File: src/rtl/bcd_score_display_if.sv
// ============================================================================
// bcd_score_display_if : score bus between a BCD score source and the display
// Revision: 1.0
// ============================================================================
`default_nettype none

interface bcd_score_display_if;
   logic [15:0] bcd_in;
   logic        load;
   logic        busy;
   logic [6:0]  hex0;
   logic [6:0]  hex1;
   logic [6:0]  hex2;
   logic [6:0]  hex3;

   modport master (
      output bcd_in, load,
      input  busy, hex0, hex1, hex2, hex3
   );

   modport slave (
      input  bcd_in, load,
      output busy, hex0, hex1, hex2, hex3
   );
endinterface

`default_nettype wire

File: src/rtl/bcd_score_display.sv
// ============================================================================
// bcd_score_display : rolling 4-digit BCD score on active-low 7-seg digits
// Optional macro LEADING_ZERO_BLANK_EN blanks leading zero digits (hex3..hex1)
// Revision: 1.0
// ============================================================================
`default_nettype none

module bcd_score_display #(
   parameter int STEP_DIV = 2500000
) (
   input  wire logic          clk,
   input  wire logic          reset,
   bcd_score_display_if.slave bus
);

   localparam int PRESC_W = (STEP_DIV > 2) ? $clog2(STEP_DIV) : 1;
   localparam logic [PRESC_W-1:0] PRESC_MAX = PRESC_W'(STEP_DIV - 1);

   logic [15:0]        target;
   logic [15:0]        disp;
   logic [PRESC_W-1:0] presc;
   logic [6:0]         seg [4];

   function automatic logic [15:0] bcd_clamp(input logic [15:0] v);
      logic [15:0] r;
      r = v;
      for (int i = 0; i < 4; i++) begin
         if (r[4*i +: 4] > 4'd9) r[4*i +: 4] = 4'd9;
      end
      return r;
   endfunction

   function automatic logic [15:0] bcd_inc(input logic [15:0] v);
      logic [15:0] r;
      logic        carry;
      r     = v;
      carry = 1'b1;
      for (int i = 0; i < 4; i++) begin
         if (carry) begin
            if (r[4*i +: 4] == 4'd9) begin
               r[4*i +: 4] = 4'd0;
            end else begin
               r[4*i +: 4] = r[4*i +: 4] + 4'd1;
               carry       = 1'b0;
            end
         end
      end
      return r;
   endfunction

   function automatic logic [6:0] seg7(input logic [3:0] d);
      logic [6:0] s;
      case (d)
         4'd0:    s = 7'h40;
         4'd1:    s = 7'h79;
         4'd2:    s = 7'h24;
         4'd3:    s = 7'h30;
         4'd4:    s = 7'h19;
         4'd5:    s = 7'h12;
         4'd6:    s = 7'h02;
         4'd7:    s = 7'h78;
         4'd8:    s = 7'h00;
         4'd9:    s = 7'h10;
         default: s = 7'h7F;
      endcase
      return s;
   endfunction

   // Compare/step decisions use the pre-edge target, so a load only affects
   // disp from the following edge onward.
   always_ff @(posedge clk) begin
      if (reset) begin
         target <= 16'h0000;
         disp   <= 16'h0000;
         presc  <= '0;
      end else begin
         if (bus.load) target <= bcd_clamp(bus.bcd_in);

         if (target < disp) begin
            disp  <= target;
            presc <= '0;
         end else if (target > disp) begin
            if (presc == PRESC_MAX) begin
               presc <= '0;
               disp  <= bcd_inc(disp);
            end else begin
               presc <= presc + 1'b1;
            end
         end else begin
            presc <= '0;
         end
      end
   end

   assign bus.busy = (target != disp);

   for (genvar d = 0; d < 4; d++) begin : g_digit
      if (d == 0) begin : g_ones
         assign seg[d] = seg7(disp[3:0]);
      end else begin : g_upper
`ifdef LEADING_ZERO_BLANK_EN
         assign seg[d] = (disp[15:4*d] == '0) ? 7'h7F : seg7(disp[4*d +: 4]);
`else
         assign seg[d] = seg7(disp[4*d +: 4]);
`endif
      end
   end

   assign bus.hex0 = seg[0];
   assign bus.hex1 = seg[1];
   assign bus.hex2 = seg[2];
   assign bus.hex3 = seg[3];

endmodule

`default_nettype wire

File: src/flat_wrapper.sv
// flat-port wrapper written by rule: the top's interface ports become plain ports
module bcd_score_display_flat 
#(
   parameter int STEP_DIV = 2500000
)
  (clk, reset, bus_bcd_in, bus_load, bus_busy, bus_hex0, bus_hex1, bus_hex2, bus_hex3);
  bcd_score_display_if bus_i ();
  input  wire logic clk;
  input  wire logic reset;
  input wire logic [$bits(bus_i.bcd_in)-1:0] bus_bcd_in;
  input wire logic [$bits(bus_i.load)-1:0] bus_load;
  output wire logic [$bits(bus_i.busy)-1:0] bus_busy;
  output wire logic [$bits(bus_i.hex0)-1:0] bus_hex0;
  output wire logic [$bits(bus_i.hex1)-1:0] bus_hex1;
  output wire logic [$bits(bus_i.hex2)-1:0] bus_hex2;
  output wire logic [$bits(bus_i.hex3)-1:0] bus_hex3;
  assign bus_i.bcd_in = bus_bcd_in;
  assign bus_i.load = bus_load;
  assign bus_busy = bus_i.busy;
  assign bus_hex0 = bus_i.hex0;
  assign bus_hex1 = bus_i.hex1;
  assign bus_hex2 = bus_i.hex2;
  assign bus_hex3 = bus_i.hex3;
  bcd_score_display #(.STEP_DIV(STEP_DIV)) u_core (.clk(clk), .reset(reset), .bus(bus_i));
endmodule
File: config.mk
export PLATFORM = sky130hd
export DESIGN_NAME = bcd_score_display_flat
export DESIGN_NICKNAME = d
export VERILOG_FILES = /design/src/rtl/bcd_score_display_if.sv /design/src/rtl/bcd_score_display.sv /design/src/flat_wrapper.sv
export SDC_FILE = /design/constraint.sdc
export NUM_CORES = 1
export LEC_CHECK = 0
export BUFFER_PORTS_ARGS = -buffer_cell sky130_fd_sc_hd__buf_4
export CAP_MARGIN = 40
export CORE_UTILIZATION = 54
export CTS_CLUSTER_DIAMETER = 100
export DETAILED_ROUTE_END_ITERATION = 16
export PLACE_DENSITY_LB_ADDON = 0.12
export SLEW_MARGIN = 20
export SYNTH_ARGS = -nofsm -noshare
export SYNTH_HDL_FRONTEND = slang
export SYNTH_SLANG_ARGS = --single-unit
File: constraint.sdc
create_clock -name clk -period 3 [get_ports clk]
set_input_delay 0.3 -clock clk [delete_from_list [all_inputs] [get_ports clk]]
set_output_delay 0.3 -clock clk [all_outputs]
set_load 0.01 [all_outputs]
Yosys cells after proc, flatten, opt, wreduce, memory -nomap -nowiden
Memory sizes are Yosys's and may differ from the RTL's. A register that Yosys moved wholly into a read port is not among the register bits.
Cells that the tools add are included.
{"block": "classes", "add_sub_neg": 5, "n_lt_le_gt_ge": 6, "n_eq_ne": 6, "mux": 39, "bitwise_logic": 1, "n_reduce_logical": 10}
{"cell": "two-way mux 4 bit", "n": 19}
{"cell": "two-way mux 16 bit", "n": 3}
{"cell": "adder 22 x 1 -> 22 bit, second input constant", "n": 1}
{"cell": "== test 22 bit, second input constant", "n": 1}
{"cell": "two-way mux 1 bit", "n": 17}
{"cell": "adder 4 x 1 -> 4 bit, second input constant", "n": 4}
{"cell": "== test 4 bit, second input constant", "n": 4}
{"cell": "> comparator 16 bit", "n": 1}
{"cell": "> comparator 4 bit, second input constant", "n": 4}
{"cell": "< comparator 16 bit", "n": 1}
{"cell": "!= test 16 bit", "n": 1}
{"cell": "nonzero test 2 bit", "n": 5}
{"cell": "AND reduction 3 bit", "n": 3}
{"cell": "OR reduction 4 bit", "n": 1}
{"cell": "AND reduction 2 bit", "n": 1}
{"cell": "inverter 1 bit", "n": 1}
{"block": "totals", "reg_bits": 54, "romBits": 448, "inputBits": 19, "output_inout_bits": 29, "elab_cells": 77, "memories": 4}
{"name": "(name not given)", "depth": 16, "word_bits": 7, "read_ports": 1, "rd_ports_with_merged_regs": 1, "wr": 0, "line": "bcd_score_display.sv:53", "source": "case (d)"}
{"name": "(name not given)", "depth": 16, "word_bits": 7, "read_ports": 1, "rd_ports_with_merged_regs": 1, "wr": 0, "line": "bcd_score_display.sv:53"}
{"name": "(name not given)", "depth": 16, "word_bits": 7, "read_ports": 1, "rd_ports_with_merged_regs": 1, "wr": 0, "line": "bcd_score_display.sv:53"}
{"name": "(name not given)", "depth": 16, "word_bits": 7, "read_ports": 1, "rd_ports_with_merged_regs": 1, "wr": 0, "line": "bcd_score_display.sv:53"}

Depth between registers and ports, before layout
Gate-level depths: netlist of run 1.
{"block": "logic_depth", "word_depth": 22, "mapped_depth": 15, "depth_no_buf": 13}

Least setup slack after synthesis of run 1
Ideal clock, no wire load.
{"block": "synth_path", "path_type": "reg2reg", "startpoint": "reg u_core.disp[1]", "endpoint": "reg, netlist name u_core.bus.hex0[3]", "setup_ps": 116, "arrival_ps": 3038, "required_ps": 2884, "slack_ps": -154, "stages_incl_launch_ff": 15, "period_less_slack_ps": 3154, "cell_sequence": "dfxtp_1 inv_1 ha_1 nor2b_1 o211ai_1 a2111oi_4 or3_1 buf_2 buf_2 a211oi_1 inv_1 ha_1 nor2_1 nand3_1 o211a_1"}
{"block": "synth_between", "elab_chain_cells": 7}
{"item": "start, declared", "line": "bcd_score_display.sv:20", "source": "logic [15:0] disp;"}
{"item": "start signal, assigned", "line": "bcd_score_display.sv:80", "source": "disp <= target;"}
{"item": "start signal, assigned", "line": "bcd_score_display.sv:85", "source": "disp <= bcd_inc(disp);"}
{"item": "adder 4 x 1 -> 4 bit / == test 4 bit (equally long branches)", "line": "bcd_score_display.sv:43, bcd_score_display.sv:40"}
{"item": "two-way mux 4 bit", "line": "bcd_score_display.sv:40", "source": "if (r[4*i +: 4] == 4'd9) begin"}
{"item": "two-way mux 16 bit", "line": "bcd_score_display.sv:83", "source": "if (presc == PRESC_MAX) begin"}
{"item": "two-way mux 16 bit", "line": "bcd_score_display.sv:82", "source": "end else if (target > disp) begin"}
{"item": "two-way mux 16 bit", "line": "bcd_score_display.sv:79", "source": "if (target < disp) begin"}
{"item": "two-way mux 4 bit (no source line) * (2 in a row)"}
Every way passes the cells marked *; elsewhere a longest branch is shown, timed or not. The select of a mux whose other input is x is not followed.
A chain may end at the register's enable or synchronous reset.

Worst setup path in the final report of run 1
{"block": "layout_path", "startpoint": "reg u_core.disp[2]", "endpoint": "reg, netlist name u_core.bus.hex0[3]"}
{"block": "layout_between", "elab_chain_cells": 7}
{"item": "adder 4 x 1 -> 4 bit / == test 4 bit (equally long branches)", "line": "bcd_score_display.sv:43, bcd_score_display.sv:40"}
{"item": "two-way mux 4 bit", "line": "bcd_score_display.sv:40"}
{"item": "two-way mux 16 bit", "line": "bcd_score_display.sv:83"}
{"item": "two-way mux 16 bit", "line": "bcd_score_display.sv:82"}
{"item": "two-way mux 16 bit", "line": "bcd_score_display.sv:79"}
{"item": "two-way mux 4 bit (no source line) * (2 in a row)"}
Marks and branches as above.

==> results of run 1 <==
[sequential cells by signal, indices dropped and copies added, names as in the netlist]
register and flops:
u_core.bus.hex0 7, u_core.bus.hex1 7, u_core.bus.hex2 7, u_core.bus.hex3 7, u_core.disp 16, u_core.presc 22
u_core.target 16
[placed cells by master (no fill, tap or decap), drive strengths merged, types with 11 or more instances in the layout]
master    n
buf     100
dfxtp    82
nor2     53
inv      47
ha       37
a21oi    33
mux2i    24
nand2    21
nand4    18
nor4     18
xor2     16
o21ai    15
nand3    12
clkbuf   12
xnor2    11
[critical path, stage by stage (launching register included)]
cell	delay, ps
sky130_fd_sc_hd__dfxtp_4	360
sky130_fd_sc_hd__inv_1	70
sky130_fd_sc_hd__ha_1	300
sky130_fd_sc_hd__nand4_1	190
sky130_fd_sc_hd__buf_4	210
sky130_fd_sc_hd__o41ai_4	420
sky130_fd_sc_hd__buf_4	190
sky130_fd_sc_hd__nor4_1	60
sky130_fd_sc_hd__xnor2_1	150
sky130_fd_sc_hd__mux2i_1	380
sky130_fd_sc_hd__a21oi_1	220
sky130_fd_sc_hd__o211a_1	250
[stage by stage]
stage	power (mW)	area (sq um)	util, %	TNS (ps)
global route	5.725	5906	71.16	-179.5
global placement	4.167	5431	65.45	0
CTS	5.106	5667	68.28	0
detailed placement	4.231	5431	65.45	-33.56
finish	5.374	5906	71.16	0
floorplan	3.324	4711	-	-10.17
[path summary, 6_finish.rpt]
kind                        start            endpoint  slack [ps]  cells past startpoint
hold reg to reg   u_core.presc[0]     u_core.presc[0]         470                      1
hold / removal      bus_bcd_in[0]    u_core.target[0]         200                      3
setup reg to reg   u_core.disp[2]  u_core.bus.hex0[3]         100                     11
setup / recovery   u_core.disp[2]  u_core.bus.hex0[3]         100                     11
[final cells by class]
| type | count | area share [%] |
|---|---|---|
| clock inverters | 4 | 0.8475 |
| multi-input cells | 362 | 50.55 |
| flip-flops and latches | 82 | 27.99 |
| well taps | 105 | 2.225 |
| repair buffers | 100 | 12.78 |
| inverters | 47 | 2.987 |
| clock buffers | 12 | 2.627 |
[per-layer routing]
metal	GRT usage, %	part of all wire, %	vias to the layer above
met4	10.86	2.9	0
met2	40.60	50	70
met3	3.907	3.0	26
met5	0	0	-
li1	-	-	2008
met1	30.46	44	1900
[logic make-up after synthesis]
kind of cell / count (synthesis) / share of synthesized area, %
compound gates: 94 / 14.49
xor+xnor: 27 / 5.044
fa+ha+maj: 37 / 9.874
buf+inv: 67 / 5.711
flops: 82 / 35.01
mux: 30 / 6.832
simple gates: 174 / 23.03
[what timing repair did]
item                                    4_1_cts  5_1_grt
gates cloned                                  0        0
pin swaps                                     0       15
gates resized for setup                       4       35
buffers inserted                              0        9
endpoints found under the setup margin        3       30
[power by group through the flow]
stage | clock network (mW) | logic, mW | registers [mW]
floorplan | 0 | 1.72 | 1.60
global placement | 0 | 2.66 | 1.51
detailed placement | 0 | 2.72 | 1.51
CTS | 0.849 | 2.77 | 1.49
global route | 0.882 | 3.32 | 1.53
finish | 0.833 | 3.05 | 1.49
==> insert_results.sql, run 1 <==
INSERT INTO impl_metrics (metric_group, metric, value, unit) VALUES
('placed_design', 'hpwl', '7975', 'um'),
('logic_synthesis', 'yosys_register_bits', '82', ''),
('logic_synthesis', 'synth_area_per_cell', '9.175', 'sq um'),
('final_layout', 'layout.cells.non_filler', '712', ''),
('routing', 'first_pass_iters', '4', ''),
('logic_synthesis', 'synth-edff-count', '0', ''),
('final_layout', 'syn_to_final_growth', '25.97', '%'),
('routing', 'drt_first_iter_violations', '133', ''),
('die', 'top_level_ports', '48', ''),
('die', 'floorplan.initialDensity', '56.49', '%'),
('clock_network', 'postCtsHoldBufs', '0', ''),
('logic_synthesis', 'synth.distinct_cells', '70', ''),
('global_route', 'globalRouteOverflowTotal', '0', ''),
('critical_path', 'timing_worst_setup_path_type', 'reg -> reg', ''),
('pwr', 'p_switching', '2.171', 'mW'),
('routing', 'num_vias', '4004', ''),
('timing', 'final_skew', '10.35', 'ps'),
('logic_synthesis', 'async_set_or_reset_flop_fraction_in_the_synthesized_netlist', '0', '%'),
('worst_hold_path', 'worstHoldPathType', 'in -> reg', ''),
('global_route', 'number_of_global_route_vias_before_repair', '3674', ''),
('placed_design', 'pre_cts_ws', '-19.09', 'ps'),
('global_route', 'largest_net_degree_at_the_start_of_global_routing', '37', ''),
('logic_synthesis', 'synth_top_area_share', '35.01', '%'),
('timing', 'tightestPinTransition', '509.9', 'ps'),
('timing', 'final-setup-viol-count', '0', ''),
('global_route', 'grt_pass1_wl', '17100', 'um'),
('global_route', 'grtUsageTotal', '24.25', '%'),
('timing', 'timing.final.ws_setup', '96.47', 'ps'),
('timing', 'max_slew_margin', '65.56', '%'),
('pwr', 'clockPowerShare', '15.5', '%'),
('timing', 'final_hold_viol_count', '0', ''),
('pwr', 'swShare', '40.40', '%'),
('logic_synthesis', 'synthMostInstantiatedCell', 'sky130_fd_sc_hd__dfxtp_1', ''),
('timing', 'period_share', '96.78', '%'),
('clock_network', 'cts_tree', 'done', ''),
('timing', 'layout_min_cycle_time', '2904', 'ps'),
('logic_synthesis', 'seq_area_frac_synth', '35.01', '%'),
('logic_synthesis', 'synth.top_cells.by_count', 'sky130_fd_sc_hd__dfxtp_1, sky130_fd_sc_hd__nor2_1, sky130_fd_sc_hd__inv_1, sky130_fd_sc_hd__ha_1, sky130_fd_sc_hd__a21oi_1', ''),
('final_layout', 'antenna_cells_inserted', '0', ''),
('final_layout', 'fin_nets', '658', ''),
('critical_path', 'crit_path_start_kind', 'flop', ''),
('routing', 'routed_wirelength', '10940', 'um'),
('timing', 'max_freq', '344.4', 'MHz'),
('die', 'core_region_area', '8299', 'sq um'),
('timing', 'rsz_0062_raised_after_global_routing', 'true', ''),
('pwr', 'part_of_the_total_power_dissipated_in_sequential_elements', '27.8', '%'),
('clock_network', 'insertion_delay', '360', 'ps'),
('final_layout', 'layout-drive-gt1-share', '29.82', '%'),
('routing', 'drt_drc_violations_left', '0', ''),
('timing', 'hold_ws', '197.9', 'ps'),
('die', 'die_area', '9058', 'sq um'),
('pwr', 'power.share.combinational', '56.7', '%'),
('logic_synthesis', 'netlist.top_cell.by_area', 'sky130_fd_sc_hd__dfxtp_1', ''),
('pwr', 'vdd.ir_drop.worst', '0.6911', 'mV'),
('die', 'floorplan.die.height', '95.18', 'um'),
('pwr', 'p_leak', '2.478', 'nW'),
('critical_path', 'worst_ep_arrival_time', '3160', 'ps'),
('outcome', 'run_status', 'finished, final reports clean', ''),
('die', 'total_number_of_placement_rows', '33', ''),
('critical_path', 'worst-path-max-fanout', '4', ''),
('routing', 'number_of_routed_nets_with_antenna_violations', '0', ''),
('logic_synthesis', 'netlist_area_before_placement', '4688', 'sq um'),
('timing', 'timing.final.max_slew_violations', '0', ''),
('clock_network', 'root_buffer', 'sky130_fd_sc_hd__clkbuf_8', ''),
('logic_synthesis', 'yosysWarningCount', '0', ''),
('placed_design', 'dpl.cell_count', '687', ''),
('pwr', 'power_report.internal_total', '3.203', 'mW'),
('placed_design', 'port-buffer-count', '47', ''),
('clock_network', 'h-tree-depth', '3', ''),
('routing', 'post_drt_via_cell_ratio', '5.624', ''),
('flow_run', 'max_cap_viol_count', '0', '');
No activity file was read; power rests on OpenSTA's default activity.
==> run 2, diff against run 1 <==
--- a/config.mk
+++ b/config.mk
@@ -10,6 +10,7 @@
 export CORE_UTILIZATION = 54
 export CTS_CLUSTER_DIAMETER = 100
 export DETAILED_ROUTE_END_ITERATION = 16
+export GPL_TIMING_DRIVEN = 0
 export PLACE_DENSITY_LB_ADDON = 0.12
 export SLEW_MARGIN = 20
 export SYNTH_ARGS = -nofsm -noshare
==> run 2 against run 1 <==
Compared with the run above: utilization rose by 2.8 points; via count increased by 5.5%; clock-buffer cell count shrank 1; power is 5.8% higher; largest cell class unchanged; largest power group unchanged.
==> insert_results.sql, run 2 (synthesis results as in run 1) <==
INSERT INTO impl_metrics (metric_group, metric, value, unit) VALUES
('outcome', 'run_status', 'finished, final reports clean', ''),
('global_route', 'globalRouteOverflowTotal', '0', ''),
('routing', 'post_drt_via_cell_ratio', '5.940', ''),
('clock_network', 'insertion_delay', '370', 'ps'),
('timing', 'layout_min_cycle_time', '2991', 'ps'),
('routing', 'post_drt_wl_per_cell', '16.88', 'um'),
('global_route', 'grtUsageTotal', '25.62', '%'),
('timing', 'tightestPinTransition', '666.7', 'ps'),
('final_layout', 'layout_common_cells', 'sky130_fd_sc_hd__buf_4, sky130_fd_sc_hd__dfxtp_1, sky130_fd_sc_hd__nor2_1', ''),
('die', 'core_region_area', '8299', 'sq um'),
('pwr', 'vdd.ir_drop.worst', '0.5176', 'mV'),
('die', 'die_x', '95.18', 'um'),
('pwr', 'pwr_density_cell', '925.7', 'nW/um^2'),
('die', 'floorplan.initialDensity', '56.49', '%'),
('worst_hold_path', 'min_from', 'bus_bcd_in[0]', ''),
('die', 'top_level_ports', '48', ''),
('flow_run', 'max_cap_viol_count', '0', ''),
('timing', 'final_hold_viol_count', '0', ''),
('die', 'die_area', '9058', 'sq um'),
('critical_path', 'ff2ff_path_depth', '14', ''),
('final_layout', 'largest_reg_flops', '22', ''),
('critical_path', 'cp-end-kind', 'flop', ''),
('pwr', 'p_leak', '2.457', 'nW'),
('global_route', 'number_of_global_route_vias_before_repair', '3936', ''),
('timing', 'period_share', '99.71', '%'),
('timing', 'timing.final.max_slew_violations', '0', ''),
('routing', 'routed_wirelength', '12000', 'um'),
('worst_hold_path', 'hold_depth', '3', ''),
('clock_network', 'worst_setup_hold_path_clk_slew', '90', 'ps'),
('critical_path', 'cp_data_required_time', '3270', 'ps'),
('routing', 'drt_drc_violations_left', '0', ''),
('timing', 'max_slew_margin', '55.55', '%'),
('routing', 'drt_first_iter_violations', '272', ''),
('clock_network', 'clockBufferDepth', '2', ''),
('clock_network', 'root_buffer', 'sky130_fd_sc_hd__clkbuf_8', ''),
('critical_path', 'worst-path-max-fanout', '10', ''),
('worst_hold_path', 'worstHoldPathType', 'in -> reg', ''),
('global_route', 'largest_net_degree_at_the_start_of_global_routing', '14', ''),
('die', 'total_number_of_placement_rows', '33', ''),
('timing', 'final-setup-viol-count', '0', ''),
('timing', 'max_freq', '334.3', 'MHz'),
('final_layout', 'registers.top_by_ff_count', 'u_core.presc', ''),
('global_route', 'grt_pass1_wl', '17950', 'um'),
('placed_design', 'hpwl', '7631', 'um'),
('timing', 'final_skew', '17.03', 'ps'),
('routing', 'number_of_routed_nets_with_antenna_violations', '0', ''),
('routing', 'first_pass_iters', '5', ''),
('worst_hold_path', 'worst_hold_path.endpoint', 'u_core.target[0]', ''),
('clock_network', 'total_clock_buffers_created_by_cts', '9', ''),
('final_layout', 'largest_registers', 'u_core.presc x22, u_core.disp x16, u_core.target x16', ''),
('critical_path', 'regToRegSetupSlack', '9', 'ps'),
('placed_design', 'place_congestion', '0.9495', ''),
('critical_path', 'reg2reg_to', 'u_core.bus.hex0[0]', ''),
('placed_design', 'port-buffer-count', '45', ''),
('critical_path', 'worst_ep_arrival_time', '3260', 'ps'),
('critical_path', 'crit_path_start_kind', 'flop', ''),
('critical_path', 'r2r_start', 'u_core.target[1]', ''),
('die', 'floorplan.die.height', '95.18', 'um'),
('clock_network', 'h-tree-depth', '3', ''),
('final_layout', 'layout-drive-gt1-share', '33.83', '%'),
('timing', 'timing.setup.tns', '0', 'ps'),
('critical_path', 'timing_worst_setup_path_type', 'reg -> reg', ''),
('final_layout', 'antenna_cells_inserted', '0', ''),
('routing', 'num_vias', '4223', ''),
('final_layout', 'fin_nets', '658', ''),
('global_route', 'antenna_found_initial', '0', ''),
('pwr', 'total_power', '5.686', 'mW'),
('final_layout', 'most_common_cell_after_layout_fill_and_taps_aside', 'sky130_fd_sc_hd__buf_4', ''),
('clock_network', 'clock_sinks', '82', ''),
('clock_network', 'cts_tree', 'done', ''),
('final_layout', 'syn_to_final_growth', '31.01', '%');
==> run 2: cell types whose count changed in the layout (fill, tap and decap cells not counted), sizes merged <==
cell	previous run	this run
clkinv	1	0
bufinv	1	0
buf	100	90
clkinvlp	2	4
clkbuf	12	21
==> run 2: worst max-delay path, cell delays in order (launching register included) <==
cell	delay (ps)
sky130_fd_sc_hd__dfxtp_2	410
sky130_fd_sc_hd__ha_4	220
sky130_fd_sc_hd__nor2b_1	130
sky130_fd_sc_hd__o211ai_1	290
sky130_fd_sc_hd__a2111oi_4	150
sky130_fd_sc_hd__or3_4	390
sky130_fd_sc_hd__buf_6	130
sky130_fd_sc_hd__buf_8	150
sky130_fd_sc_hd__a211oi_4	270
sky130_fd_sc_hd__inv_2	100
sky130_fd_sc_hd__buf_4	140
sky130_fd_sc_hd__ha_1	170
sky130_fd_sc_hd__nor2_1	100
sky130_fd_sc_hd__nand3_1	90
sky130_fd_sc_hd__o211a_1	130
==> run 2: timing repair <==
action                                  in CTS  in global routing
endpoints found under the setup margin      48                 32
hold buffers                                 0                  0
pin swaps                                   10                 21
setup buffers                               10                 25
resized for setup                           42                 65
==> run 2: stage by stage <==
| stage | worst slack (ps) | instances | instance area, sq um | utilization (%) | hold slack, ps |
|---|---|---|---|---|---|
| global route | -64.05 | 711 | 6142 | 74.01 | 198.5 |
| global placement | -362.5 | 661 | 5180 | 62.42 | 442.7 |
| CTS | 0.5091 | 686 | 5605 | 67.54 | 180.7 |
| finish | 8.678 | 711 | 6142 | 74.01 | 186.2 |
| detailed placement | -463.7 | 661 | 5180 | 62.42 | 452.9 |
| floorplan | -10.17 | 511 | 4711 | - | 426.0 |
==> run 2: routing by layer <==
metal | share of wire [%] | global-route usage [%] | routed length [um] | vias up
li1 | - | - | - | 1995
met1 | 41 | 31.09 | 4916 | 2041
met2 | 50 | 44.29 | 5959 | 144
met3 | 5.8 | 5.343 | 696 | 43
met4 | 3.6 | 9.470 | 427 | 0
met5 | 0 | 0 | 0 | -
==> run 2: worst max path at each step <==
stage	from	to	slack (ps)	cells after the start
after floorplan	u_core.disp[1]	u_core.bus.hex0[3]	-10	14
after global placement	u_core.disp[14]	u_core.bus.hex0[3]	-360	13
after detailed placement	u_core.disp[1]	u_core.bus.hex0[3]	-460	14
after CTS	u_core.disp[1]	u_core.bus.hex2[5]	0.5	14
after global routing	u_core.disp[6]	u_core.bus.hex1[6]	-60	13
final	u_core.target[1]	u_core.bus.hex0[0]	9	14
==> run 2: power by group <==
part	switching (mW)	internal [mW]	total, mW
clock network	0.410	0.296	0.706
registers	0.182	1.40	1.58
logic	1.82	1.58	3.40
total	2.41	3.27	5.69
==> run 2: area by class of cell <==
class / instances / area, sq um
buffer: 20 / 121.4
clock buffer: 11 / 131.4
clock inverter: 4 / 30.03
fill: 587 / 2157
inverter: 47 / 176.4
multi-input combinational: 362 / 3248
sequential: 82 / 1683
tap: 105 / 131.4
timing repair buffer: 80 / 620.6
==> run 3, diff against run 2 <==
--- a/config.mk
+++ b/config.mk
@@ -7,6 +7,7 @@
 export LEC_CHECK = 0
 export BUFFER_PORTS_ARGS = -buffer_cell sky130_fd_sc_hd__buf_4
 export CAP_MARGIN = 40
+export CORE_ASPECT_RATIO = 1.2
 export CORE_UTILIZATION = 54
 export CTS_CLUSTER_DIAMETER = 100
 export DETAILED_ROUTE_END_ITERATION = 16
==> constraint.sdc (replaced) <==
create_clock -name clk -period 3 [get_ports clk]
set_input_delay 0.15 -clock clk [delete_from_list [all_inputs] [get_ports clk]]
set_output_delay 0.15 -clock clk [all_outputs]
set_load 0.01 [all_outputs]
==> run 3 against run 2 <==
Compared with the run above: clock-buffer cell count stayed put; clock power is 37% higher; global-route usage is 0.31 points higher; sequential cell count stayed put; first-iteration DRC count is 18% higher; power is 1.4% higher; setup slack better by 62 ps; sequential power hardly changed; cell count is 0.28% lower; die area hardly changed; critical endpoint is now u_core.bus.hex2[4]; largest cell class unchanged; highest routed layer unchanged.
==> insert_results.sql, run 3 (synthesis results as in run 1) <==
INSERT INTO impl_metrics (metric_group, metric, value, unit) VALUES
('critical_path', 'regToRegSetupSlack', '70', 'ps'),
('global_route', 'number_of_global_route_vias_before_repair', '3988', ''),
('critical_path', 'worst_ep_arrival_time', '3230', 'ps'),
('pwr', 'vdd.ir_drop.worst', '0.6803', 'mV'),
('die', 'core_region_area', '8288', 'sq um'),
('clock_network', 'postCtsHoldBufs', '0', ''),
('timing', 'layout_min_cycle_time', '2929', 'ps'),
('clock_network', 'worst_setup_hold_path_clk_slew', '90', 'ps'),
('die', 'die_area', '9060', 'sq um'),
('final_layout', 'syn_to_final_growth', '30.08', '%'),
('routing', 'post_drt_via_cell_ratio', '5.811', ''),
('timing', 'final_skew', '15.66', 'ps'),
('die', 'die_x', '87.06', 'um'),
('final_layout', 'layout.cells.non_filler', '709', ''),
('placed_design', 'dpl.cell_count', '670', ''),
('critical_path', 'cpMaxStageDelayCell', 'sky130_fd_sc_hd__nor4_4', ''),
('global_route', 'antenna_found_initial', '0', ''),
('routing', 'post_drt_wl_per_cell', '16.70', 'um'),
('routing', 'drt_first_iter_violations', '320', ''),
('placed_design', 'hpwl', '7764', 'um'),
('critical_path', 'cp_startpoint', 'u_core.target[13]', ''),
('flow_run', 'max_cap_viol_count', '0', ''),
('clock_network', 'cts_tree', 'done', ''),
('critical_path', 'timing_worst_setup_path_type', 'reg -> reg', ''),
('clock_network', 'h-tree-depth', '3', ''),
('pwr', 'p_leak', '2.451', 'nW'),
('final_layout', 'fin_nets', '646', ''),
('die', 'total_number_of_placement_rows', '36', ''),
('timing', 'timing.final.max_slew_violations', '0', ''),
('critical_path', 'crit_path_start_kind', 'flop', ''),
('placed_design', 'place_congestion', '0.9137', ''),
('routing', 'routed_wirelength', '11840', 'um'),
('final_layout', 'final_util', '73.58', '%'),
('final_layout', 'largest_registers', 'u_core.presc x22, u_core.disp x16, u_core.target x16', ''),
('global_route', 'grtUsageTotal', '25.93', '%'),
('critical_path', 'worst-path-max-fanout', '7', ''),
('timing', 'hold_ws', '39.03', 'ps'),
('critical_path', 'critical_path_cell_list', 'ha_4 > nand4_4 > nor4_4 > nor4_4 > buf_4 > a31o_2 > a311o_2 > ha_2 > mux2_1 > o21ai_1', ''),
('clock_network', 'insertion_delay', '370', 'ps'),
('global_route', 'globalRouteOverflowTotal', '0', ''),
('critical_path', 'r2r_start', 'u_core.target[13]', ''),
('global_route', 'grt_pass1_wl', '18610', 'um'),
('routing', 'num_vias', '4120', ''),
('critical_path', 'crit_path_max_incr_delay', '430', 'ps'),
('routing', 'first_pass_iters', '7', ''),
('die', 'floorplan.initialDensity', '56.57', '%'),
('routing', 'drt_drc_violations_left', '0', ''),
('pwr', 'total_power', '5.767', 'mW'),
('timing', 'final_hold_viol_count', '0', ''),
('final_layout', 'final_design_area_no_fill', '6098', 'sq um'),
('timing', 'final-setup-viol-count', '0', ''),
('final_layout', 'antenna_cells_inserted', '0', ''),
('placed_design', 'pre_cts_ws', '-490.9', 'ps'),
('final_layout', 'filler_cell_count', '612', ''),
('critical_path', 'crit_family', 'simple AND/OR/NAND/NOR gates', ''),
('clock_network', 'clockBufferDepth', '2', ''),
('timing', 'tightestPinTransition', '668.6', 'ps'),
('placed_design', 'port-buffer-count', '45', ''),
('timing', 'max_freq', '341.4', 'MHz'),
('critical_path', 'cp.buffers_inverters', '1', ''),
('routing', 'number_of_routed_nets_with_antenna_violations', '0', ''),
('clock_network', 'root_buffer', 'sky130_fd_sc_hd__clkbuf_8', ''),
('final_layout', 'layout_common_cells', 'sky130_fd_sc_hd__buf_4, sky130_fd_sc_hd__dfxtp_1, sky130_fd_sc_hd__nor2_1', ''),
('final_layout', 'largest_reg_flops', '22', ''),
('worst_hold_path', 'min_from', 'bus_bcd_in[12]', ''),
('die', 'top_level_ports', '48', ''),
('timing', 'period_share', '97.64', '%'),
('clock_network', 'total_clock_buffers_created_by_cts', '9', ''),
('timing', 'timing.setup.tns', '0', 'ps'),
('timing', 'timing.final.ws_setup', '70.80', 'ps'),
('critical_path', 'cp_data_required_time', '3300', 'ps'),
('pwr', 'pwr_density_cell', '945.6', 'nW/um^2'),
('final_layout', 'layout-drive-gt1-share', '31.76', '%'),
('critical_path', 'cp_dominant_cell_by_count', 'sky130_fd_sc_hd__nor4_4', ''),
('final_layout', 'registers.top_by_ff_count', 'u_core.presc', ''),
('global_route', 'largest_net_degree_at_the_start_of_global_routing', '14', ''),
('worst_hold_path', 'worstHoldPathType', 'in -> reg', ''),
('timing', 'max_slew_margin', '55.33', '%'),
('placed_design', 'dpl-instance-area', '5191', 'sq um'),
('critical_path', 'cp-end-kind', 'flop', ''),
('clock_network', 'clock_sinks', '82', ''),
('outcome', 'run_status', 'finished, final reports clean', ''),
('die', 'floorplan.die.height', '104.1', 'um');
-- run 3: final cells by class --
type	instances	area [sq um]	share of cell area (%)
multi-input cells	362	3204	52.54
flip-flops and latches	82	1683	27.60
clock buffers	11	131.4	2.154
plain buffers	19	116.4	1.908
repair buffers	69	539.3	8.843
clock inverters	5	102.6	1.682
well taps	114	142.6	2.339
inverters	47	178.9	2.934
-- run 3: final timing paths --
path                                           end  cells after the start
worst max-delay path            u_core.bus.hex2[4]                     10
worst min-delay path             u_core.target[12]                      3
worst max register to register  u_core.bus.hex2[4]                     10
worst min register to register     u_core.presc[0]                      1
-- run 3: where the power goes --
part / switching, mW / internal (mW) / leakage [nW]
Clock: 0.412 / 0.552 / 0.114
Sequential: 0.189 / 1.40 / 0.682
Combinational: 1.74 / 1.47 / 1.66
Total: 2.34 / 3.42 / 2.45
-- run 3: what timing repair did --
| action | CTS | global route |
|---|---|---|
| gates cloned | 0 | 1 |
| pin swaps | 10 | 18 |
| endpoints found under the setup margin | 48 | 42 |
| buffers inserted | 11 | 12 |
| resized for setup | 42 | 58 |
-- run 3: routing by layer --
layer	part of all wire (%)	track usage [%]	vias up	wire [um]
li1	-	-	1983	-
met1	41	30.64	1985	4889
met2	52	43.76	114	6150
met3	3.3	3.651	38	392
met4	3.4	15.36	0	407
met5	0	0	-	0
-- run 3: tightest hold or removal path, stage by stage --
cell	delay, ps
sky130_fd_sc_hd__buf_4	110
sky130_fd_sc_hd__inv_1	40
sky130_fd_sc_hd__a311oi_1	70
